--- config.mk ---
export PLATFORM = sky130hd
export DESIGN_NAME = traffic_phase_scheduler
export DESIGN_NICKNAME = d
export VERILOG_FILES = /design/src/rtl/traffic_phase_scheduler.sv
export SDC_FILE = /design/constraint.sdc
export NUM_CORES = 1
export LEC_CHECK = 0
export CORE_MARGIN = 2
export CORE_UTILIZATION = 25
export CTS_CLUSTER_SIZE = 10
export DETAILED_ROUTE_END_ITERATION = 10
export PLACE_DENSITY_LB_ADDON = 0.2
export SYNTH_ARGS = -nofsm -noshare
export SYNTH_HDL_FRONTEND = slang
export SYNTH_SLANG_ARGS = --single-unit
--- constraint.sdc ---
create_clock -name clk -period 4.6 [get_ports clk]
set_input_delay 0.92 -clock clk [delete_from_list [all_inputs] [get_ports clk]]
set_output_delay 0.92 -clock clk [all_outputs]
set_load 0.005 [all_outputs]
--- src/rtl/traffic_phase_scheduler.sv ---
// Traffic phase scheduler: sequences main-road, cross-road and pedestrian
// phases from a tick-driven timer, with emergency pre-emption and a
// flashing fallback mode selected by the switch input.
module traffic_phase_scheduler #(
    parameter int T_MAIN_MIN = 8,
    parameter int T_CROSS    = 6,
    parameter int T_YELLOW   = 3,
    parameter int T_ALLRED   = 1,
    parameter int T_WALK     = 5,
    parameter int TW         = 8
) (
    input  logic       clk,
    input  logic       rst_n,
    input  logic       switch,
    input  logic       tick,
    input  logic       car_cross,
    input  logic       ped_req,
    input  logic       emergency,
    output logic [2:0] light_mainRoad,
    output logic [2:0] light_crossRoad,
    output logic       walk,
    output logic [3:0] state_o
);

    typedef enum logic [3:0] {
        MAIN_G   = 4'd0,
        MAIN_Y   = 4'd1,
        ALL_R1   = 4'd2,
        CROSS_G  = 4'd3,
        CROSS_Y  = 4'd4,
        ALL_R2   = 4'd5,
        PED_WALK = 4'd6,
        EMERG    = 4'd7,
        FLASH    = 4'd8
    } state_t;

    // Timer load values: a phase of N ticks counts N-1 down to 0.
    localparam logic [TW-1:0] L_MAIN   = TW'(T_MAIN_MIN - 1);
    localparam logic [TW-1:0] L_CROSS  = TW'(T_CROSS - 1);
    localparam logic [TW-1:0] L_YELLOW = TW'(T_YELLOW - 1);
    localparam logic [TW-1:0] L_ALLRED = TW'(T_ALLRED - 1);
    localparam logic [TW-1:0] L_WALK   = TW'(T_WALK - 1);

    localparam logic [2:0] LAMP_RED = 3'b100;
    localparam logic [2:0] LAMP_YEL = 3'b010;
    localparam logic [2:0] LAMP_GRN = 3'b001;
    localparam logic [2:0] LAMP_OFF = 3'b000;

    state_t        r_state;
    logic [TW-1:0] r_timer;
    logic          r_crossQ;
    logic          r_pedQ;
    logic          r_blink;
    logic [2:0]    r_lightMain;
    logic [2:0]    r_lightCross;
    logic          r_walk;
    logic [3:0]    r_stateO;

    state_t        w_nextState;
    logic          w_expiry;
    logic          w_stateChange;
    logic [TW-1:0] w_nextTimer;
    logic          w_nextCrossQ;
    logic          w_nextPedQ;
    logic          w_nextBlink;
    logic [2:0]    w_nextMain;
    logic [2:0]    w_nextCross;
    logic          w_nextWalk;

    // Duration (minus one) loaded into the timer when a state is entered.
    function automatic logic [TW-1:0] loadValue(input state_t s);
        logic [TW-1:0] v;
        case (s)
            MAIN_G:           v = L_MAIN;
            MAIN_Y, CROSS_Y:  v = L_YELLOW;
            ALL_R1, ALL_R2:   v = L_ALLRED;
            CROSS_G:          v = L_CROSS;
            PED_WALK:         v = L_WALK;
            default:          v = '0;
        endcase
        return v;
    endfunction

    assign w_expiry      = tick && (r_timer == '0);
    assign w_stateChange = (w_nextState != r_state);

    // Next-state selection: flashing mode first, then emergency, then timed moves.
    always_comb begin
        w_nextState = r_state;
        if (!switch) begin
            w_nextState = FLASH;
        end else begin
            case (r_state)
                MAIN_G: begin
                    if (emergency || (w_expiry && (r_crossQ || r_pedQ)))
                        w_nextState = MAIN_Y;
                end
                MAIN_Y: begin
                    if (w_expiry)
                        w_nextState = emergency ? EMERG : ALL_R1;
                end
                ALL_R1: begin
                    if (emergency)
                        w_nextState = EMERG;
                    else if (w_expiry)
                        w_nextState = r_crossQ ? CROSS_G : PED_WALK;
                end
                CROSS_G: begin
                    if (emergency || w_expiry)
                        w_nextState = CROSS_Y;
                end
                CROSS_Y: begin
                    if (w_expiry)
                        w_nextState = emergency ? EMERG : ALL_R2;
                end
                ALL_R2: begin
                    if (emergency)
                        w_nextState = EMERG;
                    else if (w_expiry)
                        w_nextState = r_pedQ ? PED_WALK : MAIN_G;
                end
                PED_WALK: begin
                    if (emergency)
                        w_nextState = EMERG;
                    else if (w_expiry)
                        w_nextState = MAIN_G;
                end
                EMERG: begin
                    if (!emergency)
                        w_nextState = ALL_R2;
                end
                FLASH: begin
                    w_nextState = ALL_R2;
                end
                default: begin
                    w_nextState = ALL_R2;
                end
            endcase
        end
    end

    // Timer reloads on every state entry, otherwise counts down on ticks and sticks at zero.
    always_comb begin
        w_nextTimer = r_timer;
        if (w_stateChange)
            w_nextTimer = loadValue(w_nextState);
        else if (tick && (r_timer != '0))
            w_nextTimer = r_timer - TW'(1);
    end

    // Request latches: a new request always wins over the clear on service entry.
    always_comb begin
        w_nextCrossQ = r_crossQ;
        w_nextPedQ   = r_pedQ;
        if (w_stateChange && (w_nextState == CROSS_G))
            w_nextCrossQ = 1'b0;
        if (w_stateChange && (w_nextState == PED_WALK))
            w_nextPedQ = 1'b0;
        if (car_cross)
            w_nextCrossQ = 1'b1;
        if (ped_req)
            w_nextPedQ = 1'b1;
    end

    // Blink phase restarts lit on FLASH entry and toggles on each tick while flashing.
    always_comb begin
        w_nextBlink = 1'b1;
        if ((w_nextState == FLASH) && (r_state == FLASH))
            w_nextBlink = r_blink ^ tick;
    end

    // Lamp pattern for the state about to be entered, so outputs track the state register.
    always_comb begin
        w_nextMain  = LAMP_RED;
        w_nextCross = LAMP_RED;
        w_nextWalk  = 1'b0;
        case (w_nextState)
            MAIN_G:   w_nextMain  = LAMP_GRN;
            MAIN_Y:   w_nextMain  = LAMP_YEL;
            CROSS_G:  w_nextCross = LAMP_GRN;
            CROSS_Y:  w_nextCross = LAMP_YEL;
            PED_WALK: w_nextWalk  = 1'b1;
            FLASH: begin
                w_nextMain  = w_nextBlink ? LAMP_YEL : LAMP_OFF;
                w_nextCross = w_nextBlink ? LAMP_YEL : LAMP_OFF;
            end
            default: begin
                w_nextMain  = LAMP_RED;
                w_nextCross = LAMP_RED;
            end
        endcase
    end

    // State, timer, latches and registered outputs; reset parks everything in all-red.
    always_ff @(posedge clk or negedge rst_n) begin
        if (!rst_n) begin
            r_state      <= ALL_R2;
            r_timer      <= L_ALLRED;
            r_crossQ     <= 1'b0;
            r_pedQ       <= 1'b0;
            r_blink      <= 1'b1;
            r_lightMain  <= LAMP_RED;
            r_lightCross <= LAMP_RED;
            r_walk       <= 1'b0;
            r_stateO     <= ALL_R2;
        end else begin
            r_state      <= w_nextState;
            r_timer      <= w_nextTimer;
            r_crossQ     <= w_nextCrossQ;
            r_pedQ       <= w_nextPedQ;
            r_blink      <= w_nextBlink;
            r_lightMain  <= w_nextMain;
            r_lightCross <= w_nextCross;
            r_walk       <= w_nextWalk;
            r_stateO     <= w_nextState;
        end
    end

    assign light_mainRoad  = r_lightMain;
    assign light_crossRoad = r_lightCross;
    assign walk            = r_walk;
    assign state_o         = r_stateO;

endmodule

* Word level (Yosys, flattened, before mapping)
Cells that the tools add are included.
Word-level totals: register bits 22, logic and storage cells 70
Cells by class: add/sub/neg operators 1, equality and inequality tests 14, mux-type cells 29, bitwise gates (word level) 1, reductions and logical operators 17
Operators by type and width (number):
- 4-bit 2-to-1 mux | 12
- 4-bit one-hot mux with 8 select lines | 1
- 4-bit by 3-bit == test with 1-bit output (second input constant) | 6
- 3-bit one-hot mux with 3 select lines | 2
- 8-bit 2-to-1 mux | 2
- 4-bit by 2-bit == test with 1-bit output (second input constant) | 3
- 3-bit one-hot mux with 4 select lines | 1
- 3-bit 2-to-1 mux | 3
- 4-bit by 1-bit == test with 1-bit output (second input constant) | 2
- 4-bit == test (second input constant) | 2
- 4-bit logical NOT | 2
- 8-bit logical NOT | 1
- 8-bit nonzero test | 1
- 8-bit by 1-bit subtractor with 8-bit output (second input constant) | 1
- 1-bit logical AND | 6
- 1-bit 2-to-1 mux | 6
- 2-bit nonzero test | 3
- 2-bit 2-to-1 mux | 2
- 4-bit inequality test | 1
- 1-bit logical OR | 3
- 2-bit OR reduction | 1
- 1-bit XOR | 1

* Longest topological paths before layout
Gate-level depths: netlist of the first run.
word-level depth 12, gate-level depth with buffers 12

* Worst setup path before layout of the first run
Ideal clock, no wire load.
path kind input-to-reg, start point input port tick, end point register r_crossQ, library setup time 0.118 ns, arrival time 2.486 ns, setup slack 1.996 ns, stages 10, cells stage by stage nor4bb_1 buf_2 and2_0 buf_4 nand3_2 a31oi_4 and3_1 buf_4 o21ai_0 a21o_1
On the way: word-level cells in the longest chain between the ends 9, elaborated cells between the ends (all ways) 20
RTL lines:
- from (decl) | RTL line 15 | input logic tick,
- 1-bit logical AND (*) | RTL line 84 | assign w_expiry = tick && (r_timer == '0);
- 1-bit logical AND | RTL line 95 | if (emergency || (w_expiry && (r_crossQ || r_pedQ)))
- 1-bit logical OR | RTL line 95
- 4-bit 2-to-1 mux | RTL line 95
- 4-bit one-hot mux with 8 select lines (*) | RTL line 93 | case (r_state)
- 4-bit 2-to-1 mux (*) | RTL line 90 | if (!switch) begin
- via w_nextState[1] | RTL line 59 | state_t w_nextState;
- 4-bit inequality test or 4-bit by 2-bit == test with 1-bit output (tied branches) | RTL line 85, 155
- 1-bit logical AND (*) | RTL line 155 | if (w_stateChange && (w_nextState == CROSS_G))
- 2-bit nonzero test (no line) (*)
- to (signal assigned) | RTL line 209 | r_crossQ <= w_nextCrossQ;
- to (decl) | RTL line 51 | logic r_crossQ;
The timed path passes the listed nets; every way through them passes the cells marked *. A chain may end at the register's enable or synchronous reset.

* Worst setup path after layout of the first run
start point input port tick, end point register r_pedQ
On the way: word-level cells in the longest chain between the ends 9, elaborated cells between the ends (all ways) 20
RTL lines:
- 1-bit logical AND (*) | RTL line 84
- 1-bit logical AND | RTL line 95
- 1-bit logical OR | RTL line 95
- 4-bit 2-to-1 mux | RTL line 95
- 4-bit one-hot mux with 8 select lines (*) | RTL line 93
- 4-bit 2-to-1 mux (*) | RTL line 90
- via w_nextState[1] | RTL line 59
- 4-bit inequality test or 4-bit by 3-bit == test with 1-bit output (tied branches) | RTL line 85, 157
- 1-bit logical AND (*) | RTL line 157 | if (w_stateChange && (w_nextState == PED_WALK))
- 2-bit nonzero test (no line) (*)
- to (signal assigned) | RTL line 210 | r_pedQ <= w_nextPedQ;
- to (decl) | RTL line 52 | logic r_pedQ;
Marked as above.

==> impl_results.md, run 1 <==
* Sequential share of power at 36.4%
* Count of non-filler cells in the finished layout at about 220
* Cells taking the most area after synthesis: sky130_fd_sc_hd__dfrtp_1 (30%), sky130_fd_sc_hd__dfstp_2 (9.4%), sky130_fd_sc_hd__nor2_1 (3.8%)
* Max frequency at 293 MHz
* Htree depth at 1
* Synth Area in Compound Gates at 21.2%
* Average cell area after synthesis at 10.3 sq um
* Register area at 557 sq um
* Maximum capacitance violations at 0
* Total DRC errors in the routed layout at 0
* Overall via count from detail_route at 1093
* Final antenna-violating net count at 0
* Count of port buffers added during placement at 17
* Post-Synthesis Cells at 136
* Cell types with the highest counts after synthesis: sky130_fd_sc_hd__dfrtp_1 (17), sky130_fd_sc_hd__nor2_1 (14), sky130_fd_sc_hd__nand2_1 (8)
* Iteration-0 DRC Markers at 50
* Maximum number of pins on one net before global-route repair at 23
* IO Count at 18
* Number of antenna diodes at 0
* Post-synthesis share of cell area spent on full adders, half adders and majority gates at 1.79%
* Post-synth EDFFs at 0
* Number of warnings printed during yosys synthesis at 0
* Via count of the first global-routing pass at 1120
* Final worst clock skew at 1.34 ps
* PnR Total Power at a little over 0.7 mW
* Total setup violations reported at the end of the flow at 0
* Synthesized-area fraction occupied by xor and xnor cells at 7.42%
* Share of layout cells above drive strength 1 at between 10% and 20%
* Final worst path period share at 74.2%
* Required time reported for the critical path endpoint at 4760 ps
* Final Hold Fails at 0
* Area of the core at 5470 sq um
* Multi-input combinational cell area at roughly 760 sq um
* Post-cts hold buffer count at 0
* Portion of total power attributed to the clock network at 19.9%
* First-pass GRT wire length at between 5000 and 6000 microns
* Main combinational cell family by area after synthesis: compound AO/OA/AOI/OAI gates
* CP Launch Type: input pin
* Row count at 27
* Primary flip-flop cell chosen by synthesis mapping: sky130_fd_sc_hd__dfrtp_1
* Number of synthesized register bits at 22
* RSZ-0062 raised after global routing: false
* Critical path type: in2reg
* Combinational share of power at 43.6%
* Routed length per instance at between 10 and 15 microns
* Post-synth top area cell: sky130_fd_sc_hd__dfrtp_1
* Die outline area at 6210 sq um
* Buffer cell driving the clock tree root: sky130_fd_sc_hd__clkbuf_8
* Share of async-settable or async-resettable flops after synthesis at 100%
* Highest fanout seen on the critical path at 8
* Result of the run: finished clean
* Total standard cell area after synthesis at around 1400 sq um
* Static leakage power at approximately 0.65 nW
* Total half-perimeter wirelength after legalization and detailed placement at approximately 2300 microns
* Post-placement cell count at approximately 220
* Maximum buffer depth of the clock tree at 2
* Switching part of the total power at a little under two fifths
* Share of cell area taken by muxes after synthesis at 2.86%
* Die height at 78.8 microns
* Post-synthesis cell type count at 55
* Routed length on met3 at 118 microns
* Data arrival, critical path at 3570 ps
* Met2 WL post-DR at 1600 microns
* Cell-internal power at 0.440 mW
* Count of buffers added by post-CTS timing repair for setup at 0
* Total number of clock tree sinks at 22
* DRT met1 WL at 1400 microns
* Worst-Margin Slew at 1000 ps
* Average via count per standard cell at 4.92
* Placer congestion estimate at 0.845
* Horizontal die dimension at 78.8 microns
* Worst min path class: reg2reg
* Net count of the mapped netlist at approximately 150
* Final Net Count at 160
* Post-cts gate resize count at 0
* Effective utilization at floorplan at roughly a quarter
* Total wire length after detailed routing at around 3100 microns
* Max-slew violations at 0
* Portion of synthesized cell area occupied by the leading cell type at ~30%
* Filler cell count at 591
* Total routing usage reported by global routing at approximately 11%
* Layout Utilization at a little under a third
* Global-route congestion overflow total at 0
* Endpoint kind of the worst setup timing path: flop
* CTS tree: yes
* Peak supply drop at roughly 150 uV
* Top layer reached by signal wires: met4
* Setup tns final at 0 ps
* Clock-pin slew on the worst setup and hold paths at 80 ps
* Number of iterations in the first detailed-routing pass at 4
* Later-pin clock latency in the skew report at 260 ps
* Syn-to-layout area delta at 19.4%
* Worst slew margin at 33.0%
* Net switching component of the power at 0.269 mW
* Worst-case setup slack after placement at slightly above 900 ps
* Portion of the post-synthesis area used by sequential elements at between 30% and 40%
* Power density of the placed cells at 424 nW/um^2
* Initial antenna violation count at 0
* Post-layout minimum cycle time at 3410 ps
* Area fraction in and, or, nand and nor cells after synthesis at 21.2%
* Setup ws final at 1190 ps
* CTS buffer count at 3
* Most numerous cell in the Yosys netlist: sky130_fd_sc_hd__dfrtp_1
-- worst paths after layout --
path | end | cells after the start | startpoint | slack (ps)
setup / recovery | r_pedQ | 9 | tick | 1190
hold / removal | r_crossQ | 1 | r_crossQ | 550
setup reg to reg | r_pedQ | 10 | r_timer[0] | 1760
hold reg to reg | r_crossQ | 1 | r_crossQ | 550
max in group asynchronous | state_o[1] | 1 | rst_n | 2790
min in group asynchronous | r_timer[7] | 1 | rst_n | 1200
-- layout by cell type (no fill, tap or decap), types with 2 or more instances in the layout --
master	Yosys	layout
sky130_fd_sc_hd__nor2_1	14	14
sky130_fd_sc_hd__a32oi_1	2	2
sky130_fd_sc_hd__clkinv_1	2	2
sky130_fd_sc_hd__nand2_1	8	8
sky130_fd_sc_hd__nor3_1	3	3
sky130_fd_sc_hd__nor2b_1	2	2
sky130_fd_sc_hd__mux2i_1	4	4
sky130_fd_sc_hd__dfrtp_1	17	17
sky130_fd_sc_hd__xnor2_1	5	5
sky130_fd_sc_hd__or2_2	2	2
sky130_fd_sc_hd__a211oi_1	3	3
sky130_fd_sc_hd__xor2_1	5	5
sky130_fd_sc_hd__clkbuf_8	0	4
sky130_fd_sc_hd__nand3_1	2	2
sky130_fd_sc_hd__inv_1	6	6
sky130_fd_sc_hd__a21oi_1	5	5
sky130_fd_sc_hd__a31oi_1	3	3
sky130_fd_sc_hd__ha_1	2	2
sky130_fd_sc_hd__a21o_1	3	3
sky130_fd_sc_hd__o21ai_0	3	3
sky130_fd_sc_hd__clkdlybuf4s50_1	0	17
sky130_fd_sc_hd__dfstp_2	5	5
-- per-layer routing --
metal  GRT usage (%)  vias up
li1                -      516
met1            13.9      554
met2            18.4       21
met3            1.82        2
met4            3.10        0
met5               0        -
-- cell type report --
class	instances	share of cell area (%)
tap	72	5.39
multi-input combinational	98	45.6
sequential	22	33.3
timing repair buffer	18	10.6
inverter	8	1.80
clock buffer	4	3.29
-- through the flow --
step,hold WS (ps),area (sq um)
after floorplan,487,1400
after global placement,530,1620
after detailed placement,540,1620
after CTS,564,1670
after global routing,589,1670
final,553,1670
-- worst max-delay path, cell delays in order --
cell and delay [ps]:
sky130_fd_sc_hd__clkdlybuf4s50_1 520, sky130_fd_sc_hd__nor4bb_1 340, sky130_fd_sc_hd__buf_4 210, sky130_fd_sc_hd__and2_0 410, sky130_fd_sc_hd__a32oi_1 160, sky130_fd_sc_hd__a31oi_4 310
sky130_fd_sc_hd__nor3b_2 330, sky130_fd_sc_hd__o21ai_1 160, sky130_fd_sc_hd__a21o_1 200
-- power groups by stage --
stage          Sequential [mW]  Clock (mW)  Combinational (mW)
6_report                 0.258       0.141               0.309
5_1_grt                  0.263       0.152               0.348
4_1_cts                  0.259       0.145               0.313
3_5_place_dp             0.262           0               0.310
3_3_place_gp             0.262           0               0.307
2_1_floorplan            0.246           0               0.255
-- kinds of logic after synthesis --
logic type,Yosys count
simple gates,47
compound gates,34
flops,22
buf+inv,16
xor+xnor,11
mux,4
fa+ha+maj,2
-- registers in the layout, indices dropped and copies added (netlist names) --
register         cells
walk                 1
r_timer              8
r_blink              1
light_mainRoad       3
r_pedQ               1
state_o              4
r_crossQ             1
light_crossRoad      3
(Power assumes the default switching activity.)
==> run 2, diff against run 1 <==
==> constraint.sdc (replaced) <==
create_clock -name clk -period 3.6 [get_ports clk]
set_input_delay 0.72 -clock clk [delete_from_list [all_inputs] [get_ports clk]]
set_output_delay 0.72 -clock clk [all_outputs]
set_load 0.005 [all_outputs]
==> run 2 against run 1 <==
  * Worst hold slack better by 4.7 ps
  * Sequential share of layout area is 0.61 points lower
  * Register-to-register slack worse by 800 ps
  * Combinational power is 31% higher
  * Critical endpoint is now r_timer[1]
==> impl_results.md, run 2 (synthesis gave the netlist of run 1 again) <==
* Row count at 27 (unchanged)
* Max frequency at 332 MHz
* Reg2Reg Capture Point: r_timer[1] (was r_pedQ)
* Layout Utilization at 31.1% (was 30.5%)
* Total number of clock tree sinks at 22 (unchanged)
* Highest fanout seen on the critical path at 8 (unchanged)
* Later-pin clock latency in the skew report at 260 ps (about the same)
* Worst slew margin at 34.3% (was 33.0%)
* Maximum capacitance violations at 0 (unchanged)
* Effective utilization at floorplan at 25.6% (unchanged)
* Setup tns final at 0 ps (unchanged)
* Worst-Margin Slew at 983 ps (was 1000 ps)
* Start point of the worst min-delay path: r_crossQ (unchanged)
* Average via count per standard cell at 4.82 (was 4.92)
* Flip-flop count of the largest register after layout at 8 (unchanged)
* Total routing usage reported by global routing at 11.1% (was 10.7%)
* Worst hold path endpoint: r_crossQ (unchanged)
* Internal reg-to-reg setup slack at 960 ps (was 1760 ps)
* Static leakage power at 0.668 nW (was 0.651 nW)
* Crit-path slowest cell: sky130_fd_sc_hd__clkdlybuf4s50_1 (unchanged)
* Initial antenna violation count at 0 (unchanged)
* CTS buffer count at 3 (unchanged)
* Series of cell instances along the critical path: clkdlybuf4s50_1 > nor4bb_1 > buf_4 > a21oi_1 > o311ai_4 > nand4b_4 > xnor2_2 > o21ba_1 > mux2i_1 (was clkdlybuf4s50_1 > nor4bb_1 > buf_4 > and2_0 > a32oi_1 > a31oi_4 > nor3b_2 > o21ai_1 > a21o_1)
* Global-route congestion overflow total at 0 (unchanged)
* Count of buffers added by post-CTS timing repair for setup at 0 (unchanged)
* Buffer cell driving the clock tree root: sky130_fd_sc_hd__clkbuf_8 (unchanged)
* Total setup violations reported at the end of the flow at 0 (unchanged)
* Share of layout cells above drive strength 1 at 17.8% (was 16.7%)
* Total half-perimeter wirelength after legalization and detailed placement at 2380 microns (was 2300 microns)
* Final worst path period share at 83.8%
* Data arrival, critical path at 3200 ps (was 3570 ps)
* Final antenna-violating net count at 0 (unchanged)
* Final worst clock skew at 4.31 ps (was 1.34 ps)
* Reg-to-reg critical path startpoint: state_o[0] (was r_timer[0])
* Iteration-0 DRC Markers at 49 (was 50)
* Die height at 78.8 microns (unchanged)
* Final Hold Fails at 0 (unchanged)
* Count of port buffers added during placement at 17 (unchanged)
* Overall via count from detail_route at 1079 (was 1093)
* Critical path type: in2reg (unchanged)
* Power density of the placed cells at 567 nW/um^2 (was 424 nW/um^2)
* CP Launch Type: input pin (unchanged)
* Total DRC errors in the routed layout at 0 (unchanged)
* Max-slew violations at 0 (unchanged)
* Htree depth at 1 (unchanged)
* Register with the most flip-flops: r_timer (unchanged)
* Total wire length after detailed routing at 3180 microns (was 3150 microns)
* RSZ-0062 raised after global routing: false (unchanged)
* Post-cts gate resize count at 0 (unchanged)
* Area of the core at 5470 sq um (unchanged)
* Routed length per instance at 14.2 microns (about the same)
* Endpoint kind of the worst setup timing path: flop (unchanged)
* Maximum number of pins on one net before global-route repair at 23 (unchanged)
* Placer congestion estimate at 0.845 (about the same)
* Worst min path class: reg2reg (unchanged)
* Syn-to-layout area delta at 21.6% (was 19.4%)
* Number of iterations in the first detailed-routing pass at 4 (unchanged)
* Most frequent cells in the layout: sky130_fd_sc_hd__clkdlybuf4s50_1 (17), sky130_fd_sc_hd__dfrtp_1 (17), sky130_fd_sc_hd__nor2_1 (14) (unchanged)
* Required time reported for the critical path endpoint at 3790 ps (was 4760 ps)
* IO Count at 18 (unchanged)
* CTS tree: yes (unchanged)
* Delay of the slowest critical-path stage at 520 ps (about the same)
* Via count of the first global-routing pass at 1138 (was 1120)
* First-pass GRT wire length at 5530 microns (was 5330 microns)
* Die outline area at 6210 sq um (unchanged)
* Post-cts hold buffer count at 0 (unchanged)
* Clock-pin slew on the worst setup and hold paths at 80 ps (about the same)
* Peak supply drop at 155 uV (was 150 uV)
* Post-layout minimum cycle time at 3020 ps
* Number of antenna diodes at 0 (unchanged)
* Cells on Worst Hold Path at 1 (unchanged)
* Final Net Count at 162 (was 160)
* Maximum buffer depth of the clock tree at 2 (unchanged)
* Depth of the most critical reg-to-reg path at 6 (was 10)
* Result of the run: finished clean (unchanged)
* Horizontal die dimension at 78.8 microns (unchanged)
run 2: changes by cell type in the layout (fill, tap and decap cells not counted), sizes merged:
| cell | previous run | this run |
|---|---|---|
| clkbuf | 4 | 3 |
| buf | 1 | 3 |
| bufinv | 0 | 1 |
run 2: per-layer routing:
layer	global-route usage [%]	up-vias	part of all wire (%)
met1	14.2	535	47
li1	-	521	-
met4	4.14	0	1.5
met2	19.1	19	49
met5	0	-	0
met3	1.25	4	2.5
run 2: final cells by class:
class / count / area, sq um
Tap cell: 72 / 90.1
Sequential cell: 22 / 557
Clock buffer: 3 / 41.3
Timing Repair Buffer: 20 / 193
Multi-Input combinational cell: 98 / 762
Clock inverter: 1 / 30.0
Fill cell: 590 / 3770
Inverter: 8 / 30.0
run 2: worst max path at each step:
stage,endpoint,start,slack [ps],cells past startpoint
after floorplan,r_crossQ,tick,1200,10
after global placement,r_timer[2],tick,290,9
after detailed placement,r_timer[0],tick,290,9
after CTS,r_timer[1],tick,570,9
after global routing,r_timer[1],tick,460,9
final,r_timer[1],tick,580,9
run 2: worst max-delay path: cells and delay by family:
kind,cells,cell delay [ps]
mux,1,230
compound gates,3,790
buf+inv,2,720
xor+xnor,1,210
simple gates,2,520
run 2: stage by stage:
step	hold slack, ps	setup slack [ps]	total power, mW	instances	cell area, sq um
final	558	584	0.966	224	1700
after global placement	545	293	0.739	220	1630
after CTS	559	565	0.978	224	1700
after detailed placement	539	286	0.743	220	1630
after global routing	614	456	1.03	224	1700
after floorplan	424	1200	0.640	136	1400
run 2: where the power goes:
group          leakage [nW]  switching, mW  total, mW  internal, mW
Sequential            0.270         0.0448      0.329         0.285
Combinational         0.362          0.219      0.406         0.187
Clock                0.0357         0.0820      0.231         0.148
